**src/rtl/alu_issue_arbiter_pkg.sv**
```systemverilog
// Shared types and constants for the ALU issue arbiter and its ID-stage neighbours.
// OH_DIV must match the op-handle encoding produced by id.
package alu_issue_arbiter_pkg;

  localparam int NUM_THREADS = 4;
  localparam int NUM_ALUS    = 3;
  localparam int OH_W        = 7;
  localparam int TID_W       = (NUM_THREADS > 1) ? $clog2(NUM_THREADS) : 1;
  localparam int ALU_W       = (NUM_ALUS > 1) ? $clog2(NUM_ALUS) : 1;

  typedef logic [OH_W-1:0]  oh_t;
  typedef logic [TID_W-1:0] tid_t;
  typedef logic [ALU_W-1:0] alu_id_t;

  localparam oh_t OH_DIV = 7'd38;

endpackage

```
**src/rtl/alu_issue_arbiter_if.sv**
```systemverilog
// ID->EX issue bundle: per-thread op handles in, per-thread grants and per-ALU issue info out.
interface alu_issue_arbiter_if;
  import alu_issue_arbiter_pkg::*;

  oh_t     [NUM_THREADS-1:0] oh;
  logic    [NUM_THREADS-1:0] grant;
  logic    [NUM_THREADS-1:0] hold;
  alu_id_t [NUM_THREADS-1:0] alu_sel;
  logic    [NUM_ALUS-1:0]    alu_valid;
  tid_t    [NUM_ALUS-1:0]    alu_thread;
  logic    [NUM_ALUS-1:0]    alu_busy;

  modport master (
    output oh,
    input  grant, hold, alu_sel, alu_valid, alu_thread, alu_busy
  );

  modport slave (
    input  oh,
    output grant, hold, alu_sel, alu_valid, alu_thread, alu_busy
  );

endinterface

```
**src/rtl/alu_busy_ctr.sv**
```systemverilog
// Per-ALU occupancy counter for multi-cycle DIV ops; the ALU is free whenever the count reads 0.
module alu_busy_ctr
  import alu_issue_arbiter_pkg::*;
#(
  parameter int DIV_LAT = 8
) (
  input  logic clk,
  input  logic rst,
  input  logic load,
  input  tid_t load_tid,
  output logic busy,
  output tid_t owner
);

  localparam int CNT_W = (DIV_LAT > 1) ? $clog2(DIV_LAT) : 1;

  logic [CNT_W-1:0] cnt_r;
  tid_t             owner_r;

  // Load on a DIV grant, then count down to free the ALU.
  always_ff @(posedge clk) begin
    if (!rst) begin
      cnt_r   <= '0;
      owner_r <= '0;
    end else if (load) begin
      cnt_r   <= CNT_W'(DIV_LAT - 1);
      owner_r <= load_tid;
    end else if (cnt_r != '0) begin
      cnt_r   <= cnt_r - CNT_W'(1);
    end else begin
      cnt_r   <= cnt_r;
    end
  end

  assign busy  = (cnt_r != '0);
  assign owner = owner_r;

endmodule

```
**src/rtl/alu_issue_arbiter.sv**
```systemverilog
// Round-robin issue of per-thread decoded ops onto a pool of shared ALUs at the ID->EX boundary.
// Grants are combinational from the current op handles and the registered pointer/busy state.
module alu_issue_arbiter
  import alu_issue_arbiter_pkg::*;
#(
  parameter int DIV_LAT = 8
) (
  input logic                clk,
  input logic                rst,
  alu_issue_arbiter_if.slave arb
);

  tid_t                     rr_ptr_r;
  logic    [NUM_ALUS-1:0]   alu_busy_s;
  tid_t    [NUM_ALUS-1:0]   div_owner_s;
  logic    [NUM_ALUS-1:0]   div_load_s;
  logic    [NUM_ALUS-1:0]   alu_valid_s;
  tid_t    [NUM_ALUS-1:0]   alu_thread_s;
  logic [NUM_THREADS-1:0]   oh_nz_s;
  logic [NUM_THREADS-1:0]   blocked_s;
  logic [NUM_THREADS-1:0]   req_s;
  logic [NUM_THREADS-1:0]   grant_s;
  alu_id_t [NUM_THREADS-1:0] alu_sel_s;
  tid_t                     last_tid_s;
  logic                     any_grant_s;

  for (genvar a = 0; a < NUM_ALUS; a++) begin : g_alu
    alu_busy_ctr #(.DIV_LAT(DIV_LAT)) u_ctr (
      .clk      (clk),
      .rst      (rst),
      .load     (div_load_s[a]),
      .load_tid (alu_thread_s[a]),
      .busy     (alu_busy_s[a]),
      .owner    (div_owner_s[a])
    );
  end

  // A thread with a DIV still in flight may not issue, keeping its ops in order.
  always_comb begin
    blocked_s = '0;
    oh_nz_s   = '0;
    req_s     = '0;
    for (int t = 0; t < NUM_THREADS; t++) begin
      for (int a = 0; a < NUM_ALUS; a++) begin
        blocked_s[t] = blocked_s[t] | (alu_busy_s[a] & (div_owner_s[a] == tid_t'(t)));
      end
      oh_nz_s[t] = (arb.oh[t] != '0);
      req_s[t]   = oh_nz_s[t] & ~blocked_s[t];
    end
  end

  // Scan from rr_ptr; each requester takes the lowest-index free ALU not yet taken.
  always_comb begin
    tid_t t;
    logic found;
    logic hit;
    t            = '0;
    found        = 1'b0;
    hit          = 1'b0;
    grant_s      = '0;
    alu_sel_s    = '0;
    alu_valid_s  = '0;
    alu_thread_s = '0;
    div_load_s   = '0;
    last_tid_s   = rr_ptr_r;
    any_grant_s  = 1'b0;
    for (int i = 0; i < NUM_THREADS; i++) begin
      t     = tid_t'((int'(rr_ptr_r) + i) % NUM_THREADS);
      found = 1'b0;
      for (int a = 0; a < NUM_ALUS; a++) begin
        hit             = req_s[t] & ~found & ~alu_busy_s[a] & ~alu_valid_s[a];
        found           = found | hit;
        alu_valid_s[a]  = alu_valid_s[a] | hit;
        alu_thread_s[a] = hit ? t : alu_thread_s[a];
        alu_sel_s[t]    = hit ? alu_id_t'(a) : alu_sel_s[t];
        div_load_s[a]   = div_load_s[a] | (hit & (arb.oh[t] == OH_DIV) & (DIV_LAT > 1));
      end
      grant_s[t]  = found;
      last_tid_s  = found ? t : last_tid_s;
      any_grant_s = any_grant_s | found;
    end
  end

  // Pointer moves just past the last thread served; frozen when nothing issues.
  always_ff @(posedge clk) begin
    if (!rst) begin
      rr_ptr_r <= '0;
    end else if (any_grant_s) begin
      rr_ptr_r <= tid_t'((int'(last_tid_s) + 1) % NUM_THREADS);
    end else begin
      rr_ptr_r <= rr_ptr_r;
    end
  end

  // All outputs are held at zero while reset is asserted.
  always_comb begin
    if (rst) begin
      arb.grant      = grant_s;
      arb.hold       = oh_nz_s & ~grant_s;
      arb.alu_sel    = alu_sel_s;
      arb.alu_valid  = alu_valid_s;
      arb.alu_thread = alu_thread_s;
      arb.alu_busy   = alu_busy_s;
    end else begin
      arb.grant      = '0;
      arb.hold       = '0;
      arb.alu_sel    = '0;
      arb.alu_valid  = '0;
      arb.alu_thread = '0;
      arb.alu_busy   = '0;
    end
  end

endmodule

```
**src/flat_wrapper.sv**
```systemverilog
// flat-port wrapper written by rule: the top's interface ports become plain ports
module alu_issue_arbiter_flat import alu_issue_arbiter_pkg::*;
#(
  parameter int DIV_LAT = 8
)
  (clk, rst, arb_oh, arb_grant, arb_hold, arb_alu_sel, arb_alu_valid, arb_alu_thread, arb_alu_busy);
  alu_issue_arbiter_if arb_i ();
  input logic clk;
  input logic rst;
  input wire logic [$bits(arb_i.oh)-1:0] arb_oh;
  output wire logic [$bits(arb_i.grant)-1:0] arb_grant;
  output wire logic [$bits(arb_i.hold)-1:0] arb_hold;
  output wire logic [$bits(arb_i.alu_sel)-1:0] arb_alu_sel;
  output wire logic [$bits(arb_i.alu_valid)-1:0] arb_alu_valid;
  output wire logic [$bits(arb_i.alu_thread)-1:0] arb_alu_thread;
  output wire logic [$bits(arb_i.alu_busy)-1:0] arb_alu_busy;
  assign arb_i.oh = arb_oh;
  assign arb_grant = arb_i.grant;
  assign arb_hold = arb_i.hold;
  assign arb_alu_sel = arb_i.alu_sel;
  assign arb_alu_valid = arb_i.alu_valid;
  assign arb_alu_thread = arb_i.alu_thread;
  assign arb_alu_busy = arb_i.alu_busy;
  alu_issue_arbiter #(.DIV_LAT(DIV_LAT)) u_core (.clk(clk), .rst(rst), .arb(arb_i));
endmodule
```
**config.mk**
```make
export PLATFORM = sky130hd
export DESIGN_NAME = alu_issue_arbiter_flat
export DESIGN_NICKNAME = d
export VERILOG_FILES = /design/src/rtl/alu_issue_arbiter_pkg.sv /design/src/rtl/alu_issue_arbiter_if.sv /design/src/rtl/alu_busy_ctr.sv /design/src/rtl/alu_issue_arbiter.sv /design/src/flat_wrapper.sv
export SDC_FILE = /design/constraint.sdc
export NUM_CORES = 1
export LEC_CHECK = 0
export CAP_MARGIN = 20
export CORE_UTILIZATION = 45
export DETAILED_ROUTE_END_ITERATION = 7
export PLACE_DENSITY = 0.69
export SLEW_MARGIN = 20
export SYNTH_ARGS = -nofsm -noshare
export SYNTH_HDL_FRONTEND = slang
export SYNTH_HIERARCHICAL = 1
export SYNTH_SLANG_ARGS = --single-unit
```
**constraint.sdc**
```tcl
create_clock -name clk -period 6.9 [get_ports clk]
set_input_delay 1.38 -clock clk [delete_from_list [all_inputs] [get_ports clk]]
set_output_delay 1.38 -clock clk [all_outputs]
set_load 0.05 [all_outputs]
```
[Yosys cells after proc, flatten, opt, wreduce, memory -nomap -nowiden]
Index checks and enable logic that the tools add are counted.
Operators by class
  multiplexer cells: 109
  bitwise operators: 121
  add/sub/neg operators: 7
  divide/modulo/power cells: 0
  equality and inequality tests: 13
  multipliers: 0
  shift-type cells: 0
  magnitude comparators: 8
  reduce and logical (&&, ||, !) cells: 17
Operators by type and width (number)
  $bwmux 8: 11
  $mux 2: 43
  $and 1x1->1: 57
  $bmux 7 s2: 4
  $bmux 2 s2: 12
  $or 1x1->1: 37
  $eq 7x6->1 const B: 4
  $mux 7: 4
  $reduce_bool 7->1: 4
  $mux 3: 8
  $not 1->1: 23
  $demux 2 s2: 4
  $bwmux 4: 3
  $eq 2x2->1 const B: 6
  $lt 2x3->1 const B: 4
  $reduce_bool 3->1: 3
  $sub 3x1->3 const B: 3
  $and 4x4->4: 2
  $and 8x8->8: 1
  $bmux 1 s2: 4
  $demux 1 s2: 4
  $ge 2x1->1 const B: 4
  $mux 1: 8
  $mux 4: 2
  other kinds (9): 20
Storage, ports and cells
  register bits after elaboration: 17
  bits in latches: 0
  output and inout bits: 28
  memories: 0
  ROM bits: 0
  RAM bits: 0

[Depth between registers and ports, before layout]
Gate-level depths: netlist of run 1.
  depth after elaboration: 56
  mapped depth: 20
  mapped depth without buffers: 15

[Cells and area by module]
Netlist of run 1, hierarchy kept.
Modules (own cells, without submodules)
  alu_issue_arbiter: cells an instance 418, area an instance 2775.2 µm², seq. area each 40.0 µm², instances 1
  alu_busy_ctr: cells an instance 25, area an instance 241.5 µm², seq. area each 100.1 µm², instances 3

[Worst setup path before layout of run 1]
No wires, ideal clock.
  path kind: input -> output
  from: input arb_oh[0]
  to: output arb_alu_sel[2]
  arrival time: 5.215 ns
  data required time: 5.520 ns
  stages on the path: 11
  slack: 0.305 ns
  path through: or4_4 > o21ai_2 > o221ai_2 > a211oi_2 > nor3_1 > o41ai_4 > a31oi_2 > or3_1 > nor3b_1 > o22a_1 > o32ai_1
Between the ends
  longest elaborated chain between the ends: 52
RTL lines
  start: declaration: line flat_wrapper.sv:10  | input wire logic [$bits(arb_i.oh)-1:0] arb_oh;
  $reduce_bool 7->1 *: line alu_issue_arbiter.sv:47  | oh_nz_s[t] = (arb.oh[t] != '0);
  $and 1x1->1 *: line alu_issue_arbiter.sv:48  | req_s[t] = oh_nz_s[t] & ~blocked_s[t];
  $bmux 1 s2: line alu_issue_arbiter.sv:71  | hit = req_s[t] & ~found & ~alu_busy_s[a] & ~alu_valid_s[a];
  $mux 1 (implied by the code): line alu_issue_arbiter.sv:71
  $and 1x1->1: line alu_issue_arbiter.sv:71
  $mux 2: line alu_issue_arbiter.sv:75  | alu_sel_s[t] = hit ? alu_id_t'(a) : alu_sel_s[t];
  $and 8x8->8 (no line)
  $bmux 2 s2: line alu_issue_arbiter.sv:75
  (+36 left out)
  $mux 2 (implied by the code): line alu_issue_arbiter.sv:75
  $mux 2: line alu_issue_arbiter.sv:75
  $bwmux 8: line alu_issue_arbiter.sv:75
  $bmux 2 s2: line alu_issue_arbiter.sv:75
  $mux 2 (implied by the code): line alu_issue_arbiter.sv:75
  $mux 2: line alu_issue_arbiter.sv:75
  $bwmux 8 *: line alu_issue_arbiter.sv:75
  $mux 8 *: line alu_issue_arbiter.sv:97  | if (rst) begin
  end: declaration: line flat_wrapper.sv:13  | output wire logic [$bits(arb_i.alu_sel)-1:0] arb_alu_sel;
Mark *: on every way between the ends. The rest lies on a longest branch, timed or not. The select of a mux whose other input is x is not followed.

[Worst setup path after layout of run 1]
  from: input arb_oh[22]
  to: output arb_alu_sel[6]
Same word-level chain as after synthesis.

==> impl_metrics.csv, run 1 <==
group,metric,value,unit
yosys,synthTopCellsByCount,"nor2_1 (47), nand2_1 (44), a21oi_1 (30)",
critical_path,reg2reg_depth,16,
routing,top_layer,"met4",
yosys,seq_area_frac_synth,9.72,%
critical_path,r2r_start,"u_core/g_alu[1].u_ctr/cnt_r[0]$_SDFFE_PN0P_",
clock_network,clock_latency,0.26,ns
yosys,yosysTopAreaCellShare,9.72,%
die,die_h,90.2,um
timing,hold_viol,0,
yosys,synth_area_leaders,"dfxtp_1 (9.7%), nor2_1 (5.0%), nand2_1 (4.7%), a21oi_1 (4.3%), mux2i_1 (4.0%)",
min_path,holdPathStages,2,
placement,dp.cells,641,
final_layout,final_area,4560,um2
critical_path,ff2ff_setup_slack,2.34,ns
min_path,hold_end,"u_core/g_alu[2].u_ctr/owner[1]$_SDFFE_PN0P_",
yosys,synth.net_count,533,
critical_path,critPathMaxStageDelay,0.51,ns
routing,dr_wl_met2,5.44,mm
routing,routed_via_density,6.65,
clock_network,cts_tree,"done",
final_layout,layout.cells.non_filler,645,
clock_network,cts-root-buf,"clkbuf_8",
yosys,synth_area_per_cell,7.10,um2
critical_path,worst-setup-path-type,"input port to output pin",
clock_network,cts_max_path_buffers,2,
grt,grt_start_max_net_pins,35,
critical_path,worstPathCellList,"clkdlybuf4s50_1 > nor3_2 > a21oi_2 > a22oi_1 > buf_4 > nor4b_1 > a2111oi_4 > o41ai_4 > a31oi_2 > or3_1 > nor3b_2 > a21o_1 > o311a_4 > a221oi_2 > buf_12",
grt,grt_use_total,29.8,%
clock_network,cts.sinks,17,
routing,avgRoutedWirePerCell,19.1,um
critical_path,arrival,5.36,ns
yosys,ys.flop_type,"dfxtp_1",
final_layout,multi_input_area,3020,um2
timing,fin_tns_setup,0,ns
critical_path,slowest_stage,"nor4b_1",
yosys,synth_cell_type_count,87,
final_layout,area_delta_synth_final,30.4,%
yosys,synth_area_leader_cell,"dfxtp_1",
clock_network,cts_buffers,3,
timing,worst_pin_slew,0.679,ns
timing,skew,0.00678,ns
clock_network,htreeDepth,1,
timing,max_slew_margin,54.8,%
critical_path,critical_path.max_fanout,5,
placement,dp_hpwl,9.01,mm
critical_path,path_depth,15,
yosys,ys.warnings.count,6,
critical_path,cp-end-kind,"output pin",
die,coreArea,7370,um2
yosys,synthArstFlopShare,0,%
routing,drc,0,
timing,finalSetupViolCount,0,
grt,grt_pass1_vias,3954,
die,fp.dieW,90.2,um
routing,wl_met3,1.03,mm
routing,drt-initial-drc-count,450,
routing,firstDrtPassIters,7,
die,io_pins,58,
clock_network,post_cts_resized,0,
critical_path,cp_num_buf_inv,3,
grt,grt_pass1_wl,20.2,mm
placement,gp_congestion,0.940,
placement,port_buffers,57,
final_layout,regArea,340,um2
timing,report.final.slew_viol_count,0,
critical_path,startpoint_type,"input port",
timing,period_needed,6.74,ns
final_layout,drive_gt1_share,18.7,%
placement,place_area,4400,um2
routing,vias,4288,
final_layout,num_antenna_cells,0,
yosys,ys_seq_elements,17,
critical_path,required,5.52,ns
yosys,synth_edf_count,0,
die,start_util,47.5,%
yosys,synth.most_common_cell,"nor2_1",
routing,wirelength_met1,5.58,mm
timing,min_period_over_period,97.7,%
grt,antenna_found_initial,0,
min_path,hold_path_startpoint,"u_core/g_alu[2].u_ctr/owner[1]$_SDFFE_PN0P_",
clock_network,cts_hold_buf,0,
final_layout,layout.nets,587,
final_layout,nFillCells,668,
clock_network,post_cts_buffers,0,
die,rows,31,
timing,fmax,148,MHz
die,die-area,8130,um2
critical_path,crit_family,"compound AO/OA/AOI/OAI gates",
critical_path,reg2reg_to,"u_core/rr_ptr_r[1]$_SDFFE_PN0P_",
yosys,syn_inst,493,
grt,overflow,0,
routing,wl,12.3,mm
min_path,holdCritPathClass,"flop to flop",
routing,ant_nets,0,
status,outcome,"completed",
yosys,synth_area,3500,um2
final_layout,fin_util,61.9,%
flow_run,cap_violations,0,
clock_network,clk_pin_slew,0.07,ns
how the worst max path moves through the flow:
stage                from        endpoint  slack (ns)
3_3_place_gp    arb_oh[0]  arb_alu_sel[6]        0.17
6_report       arb_oh[22]  arb_alu_sel[6]        0.16
5_1_grt        arb_oh[21]  arb_alu_sel[6]      -0.008
3_5_place_dp    arb_oh[0]  arb_alu_sel[0]        0.09
2_1_floorplan   arb_oh[0]  arb_alu_sel[2]        0.30
4_1_cts         arb_oh[0]  arb_alu_sel[0]        0.08
routing by layer:
metal  track usage, %  vias to the layer above
met5                0                        -
met4             9.68                        0
met3             4.57                       24
met2             45.4                      248
met1             42.5                     2003
li1                 -                     2013
worst reg2reg max path: cells and delay by family, from the launching register on:
kind,cells,cell delay [ns]
flip-flops,1,0.33
AO/OA/AOI/OAI,7,2.21
AND/OR/NAND/NOR,4,1.10
XOR/XNOR,1,0.17
buffers and inverters,2,0.36
adder cells (fa/ha/maj),1,0.19
multiplexers,1,0.11
per-stage QoR:
| step | setup slack (ns) | hold WS (ns) |
|---|---|---|
| floorplan | 0.305 | 0.519 |
| global placement | 0.173 | 0.546 |
| detailed placement | 0.0869 | 0.551 |
| CTS | 0.0753 | 0.571 |
| global route | -0.00795 | 0.618 |
| finish | 0.156 | 0.577 |
sequential cells by signal, indices dropped and copies added, names as in the netlist:
signal and flops:
u_core/g_alu.u_ctr/cnt_r 9, u_core/g_alu.u_ctr/owner 6, u_core/rr_ptr_r 2
cells in the final DEF, fill, tap and decap left out, types with 10 or more instances in the layout:
| cell type | n |
|---|---|
| a211oi_1 | 11 |
| a21oi_1 | 28 |
| and2_1 | 12 |
| and3_1 | 13 |
| buf_12 | 16 |
| buf_4 | 36 |
| clkdlybuf4s50_1 | 35 |
| dfxtp_1 | 17 |
| ha_1 | 10 |
| inv_1 | 20 |
| mux2i_1 | 14 |
| nand2_1 | 44 |
| nand3_1 | 19 |
| nor2_1 | 46 |
| nor3_1 | 24 |
| o21ai_0 | 14 |
kinds of logic (layout without fill, tap and decap cells):
group                      after synthesis  after routing  share of synthesized area, %
AOI/OAI and AO/OA                      164            164                          38.7
xor gates and xnor gates                 5              5                          1.25
DFF                                     17             17                          9.72
and+or+nand+nor                        215            215                          32.6
buffers and inverters                   61            114                          7.04
muxes                                   19             19                          6.58
adders and majority gates               12             12                          4.15
area by class of cell:
type                    instances  area share [%]
clock buffers                   3           0.905
multi-input cells             415            66.3
well taps                      99            2.72
clock inverters                 1           0.110
flip-flops and latches         17            7.46
inverters                      23            1.89
repair buffers                 87            20.6
Power of run 1 is not shown: default switching activity piles up to over one toggle a cycle in this logic, so the estimate is an artifact.
==> run 2, diff against run 1 <==
--- a/config.mk
+++ b/config.mk
@@ -5,10 +5,12 @@
 export SDC_FILE = /design/constraint.sdc
 export NUM_CORES = 1
 export LEC_CHECK = 0
+export ABC_AREA = 0
 export CAP_MARGIN = 20
 export CORE_UTILIZATION = 45
+export CTS_CLUSTER_SIZE = 14
 export DETAILED_ROUTE_END_ITERATION = 7
-export PLACE_DENSITY = 0.69
+export PLACE_DENSITY = 0.72
 export SLEW_MARGIN = 20
 export SYNTH_ARGS = -nofsm -noshare
 export SYNTH_HDL_FRONTEND = slang
==> constraint.sdc (replaced) <==
create_clock -name clk -period 5.9 [get_ports clk]
set_input_delay 1.18 -clock clk [delete_from_list [all_inputs] [get_ports clk]]
set_output_delay 1.18 -clock clk [all_outputs]
set_load 0.05 [all_outputs]
==> impl_metrics.csv, run 2 (synthesized netlist as in run 1, its figures left out) <==
group,metric,value,unit
routing,drt-initial-drc-count,516,
timing,rsz0062_at_grt,"true",
timing,finalSetupViolCount,2,
grt,antenna_found_initial,1,
timing,report.final.slew_viol_count,0,
routing,vias,4720,
grt,overflow,0,
die,die-area,8130,um2
min_path,hold_end,"u_core/g_alu[0].u_ctr/owner[1]$_SDFFE_PN0P_",
die,coreArea,7370,um2
min_path,holdPathStages,2,
routing,drc,0,
timing,hold_viol,0,
final_layout,multi_input_area,3240,um2
min_path,holdCritPathClass,"flop to flop",
final_layout,layout.nets,662,
timing,fmax,168,MHz
timing,worst_pin_slew,0.777,ns
critical_path,critical_path.max_fanout,4,
die,fp.dieW,90.2,um
critical_path,arrival,4.76,ns
final_layout,layout.cells.non_filler,720,
final_layout,regArea,340,um2
routing,avgRoutedWirePerCell,19.3,um
timing,layout_setup_ws,-0.0445,ns
flow_run,cap_violations,0,
routing,wl,13.9,mm
clock_network,cts-root-buf,"clkbuf_8",
clock_network,cts_hold_buf,0,
final_layout,drive_gt1_share,34.6,%
final_layout,fin_util,72.5,%
routing,firstDrtPassIters,5,
placement,gp_congestion,0.974,
routing,ant_nets,0,
final_layout,top_register,"u_core/g_alu.u_ctr/cnt_r",
timing,period_needed,5.94,ns
clock_network,clk_pin_slew,0.07,ns
final_layout,largest_reg_flops,9,
grt,grt_use_total,33.3,%
final_layout,num_antenna_cells,0,
die,start_util,47.5,%
status,violations,"negative setup slack",
grt,grt_pass1_wl,22.3,mm
clock_network,clock_latency,0.26,ns
critical_path,r2r_start,"u_core/g_alu[2].u_ctr/cnt_r[0]$_SDFFE_PN0P_",
final_layout,area_delta_synth_final,52.7,%
critical_path,reg2reg_depth,20,
clock_network,cts_buffers,3,
final_layout,nFillCells,575,
timing,fin_tns_setup,-0.0656,ns
clock_network,cts.sinks,17,
clock_network,cts_tree,"done",
timing,min_period_over_period,101,%
critical_path,startpoint_type,"input port",
final_layout,final_common_cell,"buf_4",
grt,grt_start_max_net_pins,28,
clock_network,cts_max_path_buffers,2,
placement,dp.cells,702,
critical_path,worst-setup-path-type,"input port to output pin",
placement,dp_hpwl,10.1,mm
final_layout,final_cell_mix,"buf_4 (108), nor2_1 (46), nand2_1 (43), a21oi_1 (26), buf_12 (21)",
die,rows,31,
critical_path,cp-end-kind,"output pin",
placement,port_buffers,57,
grt,grt_pass1_vias,4539,
die,io_pins,58,
routing,routed_via_density,6.56,
timing,skew,0.00211,ns
clock_network,htreeDepth,1,
status,outcome,"finished, violations left",
timing,max_slew_margin,48.2,%
min_path,hold_path_startpoint,"u_core/g_alu[0].u_ctr/owner[1]$_SDFFE_PN0P_",
critical_path,required,4.72,ns
critical_path,ff2ff_setup_slack,1.54,ns
die,die_h,90.2,um
critical_path,reg2reg_to,"u_core/rr_ptr_r[1]$_SDFFE_PN0P_",
[run 2: cell types whose count changed in the layout (fill, tap and decap cells not counted), moves of 5 or more]
cell and change:
clkdlybuf4s15_1 +5, nor3_1 -5, clkdlybuf4s50_1 -31, buf_4 +72, dlygate4sd2_1 +11, clkbuf_2 +5, buf_12 +5
[run 2: worst max path at each step]
stage                           from        endpoint  slack, ns  depth (start not counted)
after CTS                 arb_oh[18]  arb_alu_sel[6]     0.0003                         14
final                      arb_oh[6]  arb_alu_sel[6]      -0.04                         15
after global placement     arb_oh[0]  arb_alu_sel[6]      -0.26                         15
after floorplan            arb_oh[0]  arb_alu_sel[6]       0.05                         12
after detailed placement   arb_oh[0]  arb_alu_sel[6]      -0.35                         15
after global routing       arb_oh[6]  arb_alu_sel[6]      -0.17                         16
[run 2: what timing repair did]
action	in CTS	in global routing
pin swaps	26	23
endpoints found under the setup margin	17	16
gates cloned	0	0
setup buffers	9	6
resized for setup	82	32
[run 2: worst max-delay path, stage by stage]
cell and delay [ns]:
buf_6 0.09, or4_4 0.56, o21ai_4 0.24, o221ai_4 0.16
a211oi_4 0.36, nor3_4 0.09, o41ai_4 0.34, buf_4 0.20
nand3_4 0.06, a22oi_2 0.33, nor3b_4 0.10, a21o_1 0.20
o311a_4 0.35, a221oi_4 0.31, buf_12 0.17
[run 2: routing by layer]
metal	global-route usage, %	share of wire, %
met4	15.2	3.8
met2	55.0	46
met5	0	0
met1	41.2	42
met3	7.45	8.7
[run 2: cell type report]
| cell class | instances | share of cell area, % |
|---|---|---|
| clock buffers | 3 | 0.773 |
| clock inverters | 1 | 0.0937 |
| flip-flops and latches | 17 | 6.37 |
| multi-input cells | 415 | 60.6 |
| repair buffers | 162 | 28.2 |
| well taps | 99 | 2.32 |
| inverters | 23 | 1.62 |
[run 2: through the flow]
| step | hold WS [ns] | cell area [um2] | worst slack [ns] |
|---|---|---|---|
| final | 0.572 | 5340 | -0.0445 |
| after global routing | 0.608 | 5340 | -0.167 |
| after CTS | 0.570 | 5200 | 0.000329 |
| after detailed placement | 0.558 | 4960 | -0.354 |
| after global placement | 0.541 | 4960 | -0.261 |
| after floorplan | 0.519 | 3550 | 0.0465 |
Power of run 2 is left out for the same reason.
